<file path="src/rtl/bcd_double_dabble.sv">
// Sequential binary-to-BCD converter using the shift-and-add-3 (double dabble) algorithm,
// one bit per clock, with busy/done handshake and overflow detection.
module bcd_double_dabble #(
  parameter int unsigned INPUT_WIDTH    = 7,
  parameter int unsigned DECIMAL_DIGITS = 3
) (
  input  logic                          i_Clk,
  input  logic                          i_Rst_L,
  input  logic                          i_Start,
  input  logic [INPUT_WIDTH-1:0]        i_Binary,
  output logic [4*DECIMAL_DIGITS-1:0]   o_BCD,
  output logic                          o_Busy,
  output logic                          o_Done,
  output logic                          o_Overflow
);

  // Decimal digits needed to represent the largest INPUT_WIDTH-bit value.
  function automatic int unsigned digits_needed(input int unsigned width);
    longint unsigned max_val;
    int unsigned     digits;
    max_val = (64'd1 << width) - 64'd1;
    digits  = 1;
    while (max_val >= 64'd10) begin
      max_val = max_val / 64'd10;
      digits++;
    end
    return digits;
  endfunction

  localparam int unsigned FullDigits    = digits_needed(INPUT_WIDTH);
  localparam int unsigned ScratchDigits = (FullDigits > DECIMAL_DIGITS) ? FullDigits
                                                                         : DECIMAL_DIGITS;
  localparam int unsigned ScratchWidth  = 4 * ScratchDigits;
  localparam int unsigned CntWidth      = $clog2(INPUT_WIDTH + 1);
  localparam logic [CntWidth-1:0] LastBit = CntWidth'(INPUT_WIDTH - 1);

  typedef enum logic [1:0] {
    StIdle,
    StShift,
    StDone
  } state_e;

  state_e                  state;
  logic [INPUT_WIDTH-1:0]  bin_sr;
  logic [ScratchWidth-1:0] scratch;
  logic [CntWidth-1:0]     bit_cnt;

  logic [ScratchWidth-1:0] scratch_adj;
  logic [ScratchWidth-1:0] scratch_next;
  logic [INPUT_WIDTH-1:0]  bin_next;
  logic                    overflow_next;

  always_comb begin
    scratch_adj = scratch;
    for (int unsigned k = 0; k < ScratchDigits; k++) begin
      if (scratch[4*k +: 4] >= 4'd5) begin
        scratch_adj[4*k +: 4] = scratch[4*k +: 4] + 4'd3;
      end
    end
    {scratch_next, bin_next} = {scratch_adj, bin_sr} << 1;

    // Any nonzero digit above the reported ones means the value did not fit.
    overflow_next = 1'b0;
    for (int unsigned k = DECIMAL_DIGITS; k < ScratchDigits; k++) begin
      overflow_next = overflow_next | (scratch[4*k +: 4] != 4'd0);
    end
  end

  always_ff @(posedge i_Clk) begin
    if (!i_Rst_L) begin
      state      <= StIdle;
      bin_sr     <= '0;
      scratch    <= '0;
      bit_cnt    <= '0;
      o_BCD      <= '0;
      o_Busy     <= 1'b0;
      o_Done     <= 1'b0;
      o_Overflow <= 1'b0;
    end else begin
      o_Done <= 1'b0;
      unique case (state)
        StIdle: begin
          if (i_Start) begin
            bin_sr  <= i_Binary;
            scratch <= '0;
            bit_cnt <= '0;
            o_Busy  <= 1'b1;
            state   <= StShift;
          end
        end
        StShift: begin
          scratch <= scratch_next;
          bin_sr  <= bin_next;
          bit_cnt <= bit_cnt + CntWidth'(1);
          if (bit_cnt == LastBit) begin
            state <= StDone;
          end
        end
        StDone: begin
          o_BCD      <= scratch[4*DECIMAL_DIGITS-1:0];
          o_Overflow <= overflow_next;
          o_Done     <= 1'b1;
          o_Busy     <= 1'b0;
          state      <= StIdle;
        end
        default: state <= StIdle;
      endcase
    end
  end

endmodule

</file>
<file path="config.mk">
export PLATFORM = sky130hd
export DESIGN_NAME = bcd_double_dabble
export DESIGN_NICKNAME = d
export VERILOG_FILES = /design/src/rtl/bcd_double_dabble.sv
export SDC_FILE = /design/constraint.sdc
export NUM_CORES = 1
export LEC_CHECK = 0
export ABC_AREA = 0
export BUFFER_PORTS_ARGS = -buffer_cell sky130_fd_sc_hd__buf_2
export CORE_MARGIN = 4
export CORE_UTILIZATION = 40
export CTS_BUF_LIST = sky130_fd_sc_hd__clkbuf_2
export CTS_CLUSTER_DIAMETER = 50
export DETAILED_ROUTE_END_ITERATION = 7
export SYNTH_ARGS = -nofsm -noshare
export SYNTH_HDL_FRONTEND = slang
export SYNTH_SLANG_ARGS = --single-unit
export TNS_END_PERCENT = 50
</file>
<file path="constraint.sdc">
create_clock -name i_Clk -period 2.1 [get_ports i_Clk]
set_input_delay 0.105 -clock i_Clk [delete_from_list [all_inputs] [get_ports i_Clk]]
set_output_delay 0.105 -clock i_Clk [all_outputs]
set_load 0.005 [all_outputs]
</file>
# == Yosys cells after proc, flatten, opt, wreduce, memory -nomap -nowiden ==
# Index checks and enable logic that the tools add are counted.
# totals
in_bits,10
out_inout_bits,15
ff_bits,38
elab_cells,40
# classes
reduce_logical,6
n_mux,15
addsub,4
eq_ne,5
magnitude_cmp,3
# op_table
op,n
one-hot mux 12 bit (2 select lines),1
one-hot mux 7 bit (2 select lines),1
"greater-or-equal comparator 4 x 3 -> 1 bit, second input constant",3
two-way mux 12 bit,1
"adder 4 x 2 -> 4 bit, second input constant",2
two-way mux 4 bit,2
two-way mux 7 bit,1
two-way mux 3 bit,2
one-hot mux 3 bit (2 select lines),1
AND reduction 2 bit,3
two-way mux 2 bit,2
"!= test 2 bit, second input constant",2
one-hot mux 2 bit (2 select lines),1
nonzero test 2 bit,2
"adder 3 x 1 -> 3 bit, second input constant",1
"adder 3 x 2 -> 3 bit, second input constant",1
"== test 3 bit, second input constant",1
"== test 2 x 1 -> 1 bit, second input constant",1
"== test 2 bit, second input constant",1
logical NOT 2 bit,1
two-way mux 1 bit,2
one-hot mux 1 bit (2 select lines),1

# == Logic depth before layout (Yosys ltp) ==
# Gate-level depths: netlist of run 1.
# depth
word_depth,3
ltp_mapped,6
depth_no_buf,6

# == Worst setup path after synthesis of run 1 ==
# OpenSTA, ideal clock, no wires.
# synth_path
path_type,flip-flop to flip-flop
start,register scratch[5]
end,register scratch[6]
setup_slack_ps,627
stages_incl_launch_ff,7
arrival_time_ps,1398
t_required_ps,2026
setup_ps,74
n_path_buf,0
period_less_slack_ps,1473
cell_sequence,dfxtp_1 -> inv_1 -> ha_1 -> nand2b_1 -> a21oi_1 -> mux2_2 -> o21ai_0
# synth_via
elab_chain_cells,3
elab_cells_between_ends,4
cone_classes,add/sub (1); order compare (1); mux (2)
# synth_rtl
element,line_no,source
from (decl),45,logic [ScratchWidth-1:0] scratch;
from (signal assigned),92,scratch <= scratch_next;
adder 4 x 2 -> 4 bit or greater-or-equal comparator 4 x 3 -> 1 bit (tied branches),"57, 56",
two-way mux 4 bit *,56,if (scratch[4*k +: 4] >= 4'd5) begin
one-hot mux 12 bit (2 select lines) *,81,unique case (state)
# Every way passes the cells marked *; elsewhere a longest branch is shown, timed or not.
# A chain may end at the register's enable or synchronous reset.

# == Worst setup path in the final report of run 1 ==
# Ends and elaborated chain as after synthesis.

==> summary.md, run 1 <==
| Metric | Value |
|---|---|
| Run status | finished, final reports clean |
| Setup Viol. Count Final | 0 |
| Max Cap Viol | 0 |
| Reg clk slew, reported paths | 0.18 ns |
| Clk sinks | 38 |
| Sw Pwr | roughly 0.00029 W |
| Row Count | 23 |
| Gr usage total | 14.7% |
| Post-layout instance area | 1910 um^2 |
| CTS root buf | clkbuf_2 |
| P&R area growth vs syn | 11.6% |
| # port buffers | 23 |
| Post-Syn Nets | about 220 |
| TritonCTS clock tree | done |
| RSZ-0062 raised after global routing | false |
| Setup TNS | 0 ns |
| Post-CTS sizing | 0 |
| Final net count | 242 |
| GR Overflow Total | 0 |
| Clk_lat worst skew | roughly 0.38 ns |
| Initial DRC Count | 36 |
| Internal power | ~0.00086 W |
| Hold Slack | 0.0594 ns |
| Clk pwr share | 26.8% |
| Die height | approximately 73 um |
| Wire per inst | 12.0 um |
| IO Pins | 25 |
| Largest net degree at the start of global routing | 31 |
| Sequential area share after synthesis | 44.5% |
| Reg2reg setup slack | ~0.46 ns |
| Antenna violations before repair | 0 |
| Vias in the first global route | between 1,000 and 1,500 |
| Core footprint | just over 4000 um^2 |
| CP max FO | 4 |
| H-tree depth | 2 |
| P_leak | 0.810 nW |
| Cells on worst reg2reg path | 6 |
| Fin crit share | approximately 78% |
| Share of layout cells above drive strength 1 | ~17% |
| Synthesized area | around 1700 um^2 |
| Slew HR | about two thirds |
| First-pass GRT wire length | a little over 6 mm |
| Clock tree buffer depth | 2 |
| Worst Clk Skew | between 0.01 and 0.015 ns |
| Post-CTS Setup Inserts | 0 |
| Total power | about 0.0012 W |
| WP data arrival | 1.96 ns |
| Hold Crit Endpoint | bin_sr[3] |
| CTS Hold Bufs | 1 |
| Synth warn | 0 |
| Starting density of the core | a little over two fifths |
| Critical R2R Capture | scratch[6] |
| DP HPWL | around 2.3 mm |
| Die Footprint | between 5000 and 6000 um^2 |
| Power per cell area | around 600 nW/um^2 |
| Post-synth cell types | 32 |
| Min-delay src | i_Binary[3] |
| Vias/cell | 4.90 |
| Worst Path Required | 2.42 ns |
| Reg-to-Reg Start | scratch[5] |
| Sequential power share | around two thirds |
| Fin crit period | around 1.6 ns |
| Diodes inserted | 0 |
| Placed Instance Area | 1860 um^2 |
| Die width | between 70 and 80 um |
| Pre-antenna DRT Iters | 4 |
| Post-DRT Antenna Nets | 0 |
| Crit path capture type | flop |
| WHS Path Cells | 4 |
| RD Place Congestion | between 0.7 and 0.8 |
| Min-Delay Path Class | input pin to flop |
| Net Sw Frac | approximately a quarter |
| Mapped Cells | 200 |
| Critical path's largest stage delay | 0.40 ns |
| DRC | 0 |
| Crit start category | flop |
| VDD IR-drop max | roughly 280 uV |
| # fillers | 422 |
| Critical path class | flop to flop |
| Final Hold Vio Count | 0 |
| Final Max Slew Viols | 0 |
| Total CTS buffers | 5 |
| Max Clock Freq | between 0.6 and 0.7 GHz |
| Crit-path cells | inv_1 > ha_1 > nand2b_1 > a21oi_1 > mux2_2 > o21ai_0 |
| Slowest-stage cell, CP | dfxtp_1 |
| Measured slew at the worst slew-check pin | a little over 0.5 ns |
| Comb pwr share | ~8% |
| Vias post-DR | roughly 1,300 |
| Mean post-synth cell area | 8.55 um^2 |
| #FFs+latches synth | 38 |
| Total Routed Length | ~3.3 mm |
==> Yosys cell counts <==
| library cell | instances | area share (%) |
|---|---|---|
| nor2b_1 | 4 | 1.5 |
| o21ai_0 | 11 | 3.2 |
| inv_1 | 8 | 1.8 |
| a22oi_1 | 1 | 0.44 |
| xnor2_1 | 3 | 1.5 |
| a21boi_0 | 12 | 5.3 |
| o21ba_2 | 1 | 0.59 |
| and2_1 | 3 | 1.1 |
| o21a_1 | 1 | 0.44 |
| buf_2 | 5 | 1.5 |
| xor2_1 | 1 | 0.51 |
| buf_4 | 2 | 0.88 |
| a21oi_1 | 4 | 1.2 |
| dfxtp_1 | 38 | 45 |
| ha_1 | 8 | 5.9 |
| nand2b_1 | 5 | 1.8 |
| o211a_1 | 7 | 4.1 |
| o21bai_2 | 1 | 0.66 |
| nor3_1 | 4 | 1.2 |
| nand2_1 | 49 | 11 |
| nor2_1 | 2 | 0.44 |
| nor3b_1 | 1 | 0.44 |
| nand3_1 | 11 | 3.2 |
| conb_1 | 1 | 0.22 |
| and3_1 | 2 | 0.73 |
| a21boi_1 | 3 | 1.3 |
| o31ai_1 | 1 | 0.44 |
| clkbuf_1 | 3 | 0.66 |
| a32oi_1 | 1 | 0.51 |
| mux2_2 | 3 | 2.0 |
| and2b_1 | 1 | 0.44 |
| o21ai_1 | 3 | 0.88 |
==> worst max-delay path by stage <==
stage          startpoint          to
3_5_place_dp   scratch[5]  scratch[6]
2_1_floorplan  scratch[5]  scratch[6]
4_1_cts        scratch[5]  scratch[6]
5_1_grt        scratch[1]  scratch[2]
3_3_place_gp   scratch[5]  scratch[6]
6_report       scratch[5]  scratch[6]
==> sequential cells by signal (all words and copies together) (netlist names) <==
register and cells:
state 2, bit_cnt 3, o_Busy 1, bin_sr 7
o_BCD 12, scratch 12, o_Done 1
==> final cells by class <==
type	count	area (um^2)	share of cell area, %
clock buffers	6	30.0	1.57
clock inverters	2	8.76	0.459
inverters	8	30.0	1.57
multi-input cells	144	867	45.5
flip-flops and latches	38	761	39.9
well taps	50	62.6	3.28
repair buffers	27	148	7.74
==> cell families after synthesis <==
group / count (synthesis) / synth area share, %
compound gates: 46 / 19.0
xor+xnor: 4 / 2.05
buf+inv: 18 / 4.76
other cells: 1 / 0.219
simple gates: 82 / 21.6
mux: 3 / 1.98
fa+ha+maj: 8 / 5.86
flops: 38 / 44.5
==> power by group through the flow <==
stage	registers, W	clock network [W]	logic, W
after global placement	0.000766	0	0.0000923
after CTS	0.000751	0.000333	0.0000946
after global routing	0.000754	0.000366	0.000107
after floorplan	0.000764	0	0.0000685
final	0.000751	0.000309	0.0000932
after detailed placement	0.000766	0	0.0000929
==> metrics by stage <==
stage | utilization (%) | cells | worst slack (ns)
finish | 47.0 | 275 | 0.461
global route | 47.0 | 275 | 0.351
CTS | 47.0 | 275 | 0.452
detailed placement | 45.8 | 266 | 0.489
global placement | 45.8 | 266 | 0.547
floorplan | - | 200 | 0.627
==> cell usage in the layout (no fill, tap or decap), types with 2 or more instances in the layout <==
| cell | instances |
|---|---|
| a21boi_1 | 3 |
| a21oi_1 | 4 |
| buf_4 | 3 |
| xnor2_1 | 3 |
| nand3_1 | 11 |
| and2_1 | 3 |
| a21boi_0 | 12 |
| inv_1 | 8 |
| o21ai_0 | 11 |
| nand2b_1 | 5 |
| nor3_1 | 4 |
| o211a_1 | 7 |
| nor2b_1 | 4 |
| nand2_1 | 49 |
| clkbuf_2 | 6 |
| dfxtp_1 | 38 |
| o21ai_1 | 3 |
| nor2_1 | 2 |
| ha_1 | 8 |
| mux2_2 | 3 |
| buf_2 | 23 |
| and3_1 | 2 |
==> critical path: cells and delay by family, from the launching register on <==
kind            cells  cell delay (ns)
compound gates      2             0.42
flops               1             0.40
mux                 1             0.37
fa+ha+maj           1             0.17
simple gates        1             0.13
buf+inv             1             0.09
==> per-layer routing <==
layer,up-vias,global-route usage [%],wire [um]
li1,714,-,-
met1,603,18.8,1580
met2,23,22.9,1480
met3,8,3.83,162
met4,0,7.24,68
met5,-,0,0
Note: power is estimated with default switching activity, not from simulation.
==> inputs of run 2 (changes only) <==
==> constraint.sdc (replaced) <==
create_clock -name i_Clk -period 1.56 [get_ports i_Clk]
set_input_delay 0.078 -clock i_Clk [delete_from_list [all_inputs] [get_ports i_Clk]]
set_output_delay 0.078 -clock i_Clk [all_outputs]
set_load 0.005 [all_outputs]
==> run 2 against run 1 <==
Against the previous run:
- first-iteration DRC count grew 19%
- die area is the same
- via count grew 3.2%
- routed wire length grew 4.1%
- global-route usage shrank 0.45 points
- power grew 37%
- cell area grew 5.4%
- setup slack lost 0.35 ns
- cell count grew 3.6%
- clock skew grew 0.012 ns
- worst hold slack lost 0.029 ns
- critical path type unchanged
- critical endpoint is now scratch[2]
- largest power group unchanged
- highest routed layer unchanged
==> summary.md, run 2 (synthesis results as in run 1) <==
| Metric | Value |
|---|---|
| DRC | 0 (unchanged) |
| Gr usage total | 14.3% (-0.45 points) |
| Final Hold Vio Count | 0 (unchanged) |
| CP max FO | 3 (-1) |
| Critical path class | flop to flop |
| Largest net degree at the start of global routing | 21 (-32%) |
| Crit path capture type | flop |
| Pre-antenna DRT Iters | 4 (unchanged) |
| Placed Instance Area | 1910 um^2 (+2.8%) |
| Dpl cells | 273 (+2.6%) |
| Run status | finished, final reports clean |
| Clk_lat worst skew | 0.39 ns (about the same) |
| Die height | 73.4 um (unchanged) |
| Finished Layout Cells | 285 (+3.6%) |
| Diodes inserted | 0 (unchanged) |
| Vias post-DR | 1,391 (+3.2%) |
| WP data arrival | 1.76 ns (-0.20 ns) |
| Fin crit share | 92.6% (+15 points) |
| Row Count | 23 (unchanged) |
| Vias in the first global route | 1,318 (-1.6%) |
| P&R area growth vs syn | 17.6% |
| Crit start category | flop |
| Max Cap Viol | 0 (unchanged) |
| Clk sinks | 38 (unchanged) |
| Total power | 0.00158 W (+37%) |
| Core footprint | 4060 um^2 (unchanged) |
| TritonCTS clock tree | done |
| Fin crit period | 1.45 ns (-0.194 ns) |
| # port buffers | 23 (unchanged) |
| Antenna violations before repair | 0 (unchanged) |
| Total CTS buffers | 5 (unchanged) |
| Worst Clk Skew | 0.0222 ns (+0.0122 ns) |
| Reg clk slew, reported paths | 0.18 ns (about the same) |
| Commonest non-fill, non-tap cells in the layout | nand2_1 (49), dfxtp_1 (32), buf_2 (23), a21boi_0 (12), buf_4 (12) |
| IO Pins | 25 (unchanged) |
| Final Max Slew Viols | 0 (unchanged) |
| Post-DRT Antenna Nets | 0 (unchanged) |
| Die Footprint | 5380 um^2 (unchanged) |
| Starting density of the core | 42.1% (unchanged) |
| CTS root buf | clkbuf_2 |
| Post-layout instance area | 2010 um^2 (+5.4%) |
| P_leak | 0.855 nW (+5.5%) |
| GR Overflow Total | 0 (unchanged) |
| Final net count | 252 (+4.1%) |
| Commonest non-fill, non-tap cell in the layout | nand2_1 |
| First-pass GRT wire length | 5.94 mm (-2.5%) |
| Wire per inst | 12.0 um (+0.41%) |
| Die width | 73.4 um (unchanged) |
| Min-Delay Path Class | input pin to flop |
| Max Clock Freq | 0.692 GHz (+13%) |
| Power per cell area | 783 nW/um^2 (+29%) |
| Hold Slack | 0.0307 ns (-0.0287 ns) |
| Vias/cell | 4.88 (-0.43%) |
| Initial DRC Count | 43 (+19%) |
| Largest registers | o_BCD x12, scratch x12, bin_sr x7 |
| Worst Path Required | 1.87 ns (-0.55 ns) |
| Setup Viol. Count Final | 0 (unchanged) |
| Total Routed Length | 3.43 mm (+4.1%) |
| Share of layout cells above drive strength 1 | 25.1% (+8.2 points) |
| H-tree depth | 2 (unchanged) |
| RD Place Congestion | 0.803 (+1.5%) |
| DP HPWL | 2.41 mm (+5.4%) |
| Clock tree buffer depth | 2 (unchanged) |
| VDD IR-drop max | 529 uV (+92%) |
## run 2: cell count changes in the layout (fill, tap and decap cells not counted)
cell and delta:
clkbuf_2 -1, ha_1 -2, a21oi_1 -3, inv_2 +1, dlygate4sd3_1 +1, dfxtp_1 -6
inv_1 -1, a21oi_2 +3, ha_2 +2, dfxtp_2 +6, buf_4 +9, clkinvlp_4 +1
## run 2: area by class of cell
| type | count | area [um^2] |
|---|---|---|
| Tap cell | 50 | 62.6 |
| Inverter | 8 | 30.0 |
| Fill cell | 417 | 2050 |
| Sequential cell | 38 | 768 |
| Clock inverter | 3 | 16.3 |
| Multi-Input combinational cell | 144 | 883 |
| Timing Repair Buffer | 37 | 225 |
| Clock buffer | 5 | 25.0 |
## run 2: final timing paths
kind                            depth (start not counted)    endpoint        start  slack (ns)
worst max-delay path                                    6  scratch[2]   scratch[1]        0.11
worst min-delay path                                    4   bin_sr[3]  i_Binary[3]        0.03
worst max register to register                          6  scratch[2]   scratch[1]        0.11
worst min register to register                          2    o_BCD[6]     o_BCD[6]        0.47
## run 2: through the flow
| step | util, % | TNS, ns | worst slack (ns) |
|---|---|---|---|
| after global routing | 49.6 | -0.00961 | -0.00657 |
| after detailed placement | 47.1 | 0 | 0.0316 |
| after global placement | 47.1 | 0 | 0.0988 |
| after floorplan | - | 0 | 0.0875 |
| final | 49.6 | 0 | 0.115 |
| after CTS | 48.6 | 0 | 0.0280 |
## run 2: worst max-delay path: stages (launching register included)
cell and delay, ns:
dfxtp_2 0.37, inv_1 0.06, ha_1 0.17, nand2b_1 0.16
a21oi_2 0.15, mux2_2 0.34, o21ai_0 0.13
## run 2: metal layers
layer  wire (um)  vias up  GRT usage, %
met5           0        -             0
li1            -      734             -
met1        1620      622          17.3
met3         161        8          3.83
met4          62        0          6.64
met2        1590       27          23.4
## run 2: timing repair
action,4_1_cts,5_1_grt
buffers inserted,0,2
resized for setup,1,11
setup endpoints to repair,1,3
hold buffers,2,0
cloned,0,0
pin swaps,0,2
hold endpoints to repair,2,0
## run 2: report_power, final
part	switching, W	internal, W
registers	0.0000159	0.000995
logic	0.0000725	0.0000660
clock network	0.000323	0.000102
total	0.000411	0.00116
==> inputs of run 3 (changes only) <==
--- a/config.mk
+++ b/config.mk
@@ -8,10 +8,11 @@
 export ABC_AREA = 0
 export BUFFER_PORTS_ARGS = -buffer_cell sky130_fd_sc_hd__buf_2
 export CORE_MARGIN = 4
-export CORE_UTILIZATION = 40
+export CORE_UTILIZATION = 58
 export CTS_BUF_LIST = sky130_fd_sc_hd__clkbuf_2
 export CTS_CLUSTER_DIAMETER = 50
 export DETAILED_ROUTE_END_ITERATION = 7
+export PLACE_DENSITY = 0.81
 export SYNTH_ARGS = -nofsm -noshare
 export SYNTH_HDL_FRONTEND = slang
 export SYNTH_SLANG_ARGS = --single-unit
==> run 3 against run 2 <==
Against the previous run:
- utilization rose by 21 points
- sequential share of layout area rose by 0.79 points
- combinational power barely moved
- routed wire length fell by 4.0%
- critical path depth did not move
- first-iteration DRC count rose by 4.7%
- global-route usage rose by 4.7 points
- highest routed layer unchanged
- non-clock buffer count fell by 2
- worst hold slack got worse by 0.0029 ns
- via count rose by 1.9%
==> summary.md, run 3 (synthesis results as in run 1) <==
| Metric | Value |
|---|---|
| Fin crit period | 1.50 ns (+0.0554 ns) |
| Final Hold Vio Count | 0 (unchanged) |
| Crit-path cells | inv_1 > ha_1 > nand2b_1 > a21oi_2 > mux2_2 > o21ai_0 |
| Initial DRC Count | 45 (+4.7%) |
| Die height | 62.3 um (-15%) |
| Crit start category | flop |
| Critical path's largest stage delay | 0.38 ns (about the same) |
| VDD IR-drop max | 714 uV (+35%) |
| Power per cell area | 795 nW/um^2 (+1.4%) |
| Clk sinks | 38 (unchanged) |
| Wire per inst | 12.5 um (+4.0%) |
| Largest net degree at the start of global routing | 29 (+38%) |
| Final net count | 250 (-0.79%) |
| Run status | finished, final reports clean |
| WP data arrival | 1.84 ns (+0.08 ns) |
| Cells on worst reg2reg path | 6 (unchanged) |
| Total power | 0.00156 W (-0.76%) |
| Min-delay src | i_Binary[4] |
| Placed Instance Area | 1860 um^2 (-2.8%) |
| Antenna violations before repair | 0 (unchanged) |
| IO Pins | 25 (unchanged) |
| Reg2reg setup slack | 0.06 ns (-0.06 ns) |
| Total CTS buffers | 5 (unchanged) |
| Setup Viol. Count Final | 0 (unchanged) |
| Multi-input logic area | 878 um^2 (-0.57%) |
| Final Max Slew Viols | 0 (unchanged) |
| WHS Path Cells | 4 (unchanged) |
| Register area | 767 um^2 (-0.16%) |
| Fin crit share | 96.2% (+3.6 points) |
| Hold Crit Endpoint | bin_sr[4] |
| Critical R2R Capture | scratch[2] |
| RD Place Congestion | 0.765 (-4.8%) |
| CTS root buf | clkbuf_2 |
| Reg-to-Reg Start | scratch[1] |
| P_leak | 0.848 nW (-0.88%) |
| P&R area growth vs syn | 15.1% |
| DP HPWL | 2.36 mm (-2.1%) |
| Worst Clk Skew | 0.00746 ns (-0.0148 ns) |
| First-pass GRT wire length | 6.02 mm (+1.4%) |
| Commonest non-fill, non-tap cells in the layout | nand2_1 (49), dfxtp_1 (33), buf_2 (23), a21boi_0 (12), nand3_1 (11) |
| Share of layout cells above drive strength 1 | 21.6% (-3.6 points) |
| Vias/cell | 5.39 (+10%) |
| Die Footprint | 3880 um^2 (-28%) |
| H-tree depth | 2 (unchanged) |
| Post-layout instance area | 1970 um^2 (-2.2%) |
| Vias post-DR | 1,417 (+1.9%) |
| Worst Path Required | 1.90 ns (+0.03 ns) |
| Max Cap Viol | 0 (unchanged) |
| Commonest non-fill, non-tap cell in the layout | nand2_1 |
| Diodes inserted | 0 (unchanged) |
| Critical path class | flop to flop |
| Min-Delay Path Class | input pin to flop |
| Crit path capture type | flop |
| Crit path max-delay family | flip-flops |
| Starting density of the core | 61.4% (+19 points) |
| Largest registers | o_BCD x12, scratch x12, bin_sr x7 |
| Clock tree buffer depth | 2 (unchanged) |
| CP max FO | 4 (+1) |
| Slowest-stage cell, CP | dfxtp_2 |
| Total Routed Length | 3.29 mm (-4.0%) |
| Core footprint | 2780 um^2 (-31%) |
| Crit path buffers/inverters | 1 (unchanged) |
| TritonCTS clock tree | done |
| # fillers | 242 (-42%) |
| DRC | 0 (unchanged) |
| Gr usage total | 18.9% (+4.7 points) |
| GR Overflow Total | 0 (unchanged) |
| Die width | 62.3 um (-15%) |
| Reg clk slew, reported paths | 0.18 ns (about the same) |
| Post-DRT Antenna Nets | 0 (unchanged) |
| Pre-antenna DRT Iters | 5 (+1) |
| # port buffers | 23 (unchanged) |
| Vias in the first global route | 1,408 (+6.8%) |
| Row Count | 19 (-17%) |
| Clk_lat worst skew | 0.39 ns (about the same) |
| Max Clock Freq | 0.666 GHz (-3.7%) |
==> run 3: cell count changes in the layout (fill, tap and decap cells not counted), sizes merged <==
cell	delta
buf	-5
clkinvlp	-1
dlygate4sd3	+3
==> run 3: per-stage QoR <==
step	cells	utilization [%]	setup WS [ns]	hold WS (ns)	TNS [ns]
2_1_floorplan	200	-	0.0875	0.272	0
3_3_place_gp	250	66.8	0.0905	0.368	0
3_5_place_dp	250	66.8	-0.0177	0.373	-0.0177
4_1_cts	262	70.0	0.00717	0.00634	0
5_1_grt	263	70.7	-0.0132	0.0296	-0.0132
6_report	263	70.7	0.0595	0.0278	0
==> run 3: cell type report <==
type,count,area share [%]
flip-flops and latches,38,39.0
clock buffers,5,1.27
multi-input cells,144,44.7
well taps,31,1.97
clock inverters,2,0.509
repair buffers,35,11.1
inverters,8,1.53
==> run 3: report_power, final <==
| part | total (W) | internal (W) | leakage, nW | switching [W] |
|---|---|---|---|---|
| Sequential | 0.00101 | 0.000995 | 0.311 | 0.0000168 |
| Clock | 0.000411 | 0.0000969 | 0.0286 | 0.000314 |
| Combinational | 0.000140 | 0.0000667 | 0.508 | 0.0000736 |
==> run 3: repair_timing <==
action	4_1_cts	5_1_grt
endpoints found under the setup margin	1	3
gates cloned	0	0
endpoints found under the hold margin	6	0
hold buffers	5	0
buffers inserted	0	1
pin swaps	0	2
resized for setup	1	8
==> run 3: how the worst max path moves through the flow <==
stage	start	end	slack (ns)	cells after the start
after floorplan	scratch[5]	scratch[6]	0.09	6
after global placement	scratch[1]	scratch[2]	0.09	6
after detailed placement	scratch[1]	scratch[2]	-0.02	6
after CTS	scratch[5]	scratch[6]	0.007	6
after global routing	scratch[1]	scratch[2]	-0.01	6
final	scratch[1]	scratch[2]	0.06	6
==> run 3: layer usage <==
| metal | GRT usage, % | part of all wire (%) |
|---|---|---|
| met5 | 0 | 0 |
| met4 | 10.6 | 2.6 |
| met3 | 4.50 | 5.1 |
| met2 | 32.4 | 46 |
| met1 | 21.3 | 46 |
==> run 3: tightest hold or removal path: stages <==
cell     delay (ns)
buf_2          0.07
nand2_1        0.04
nand3_1        0.07
o211a_1        0.14
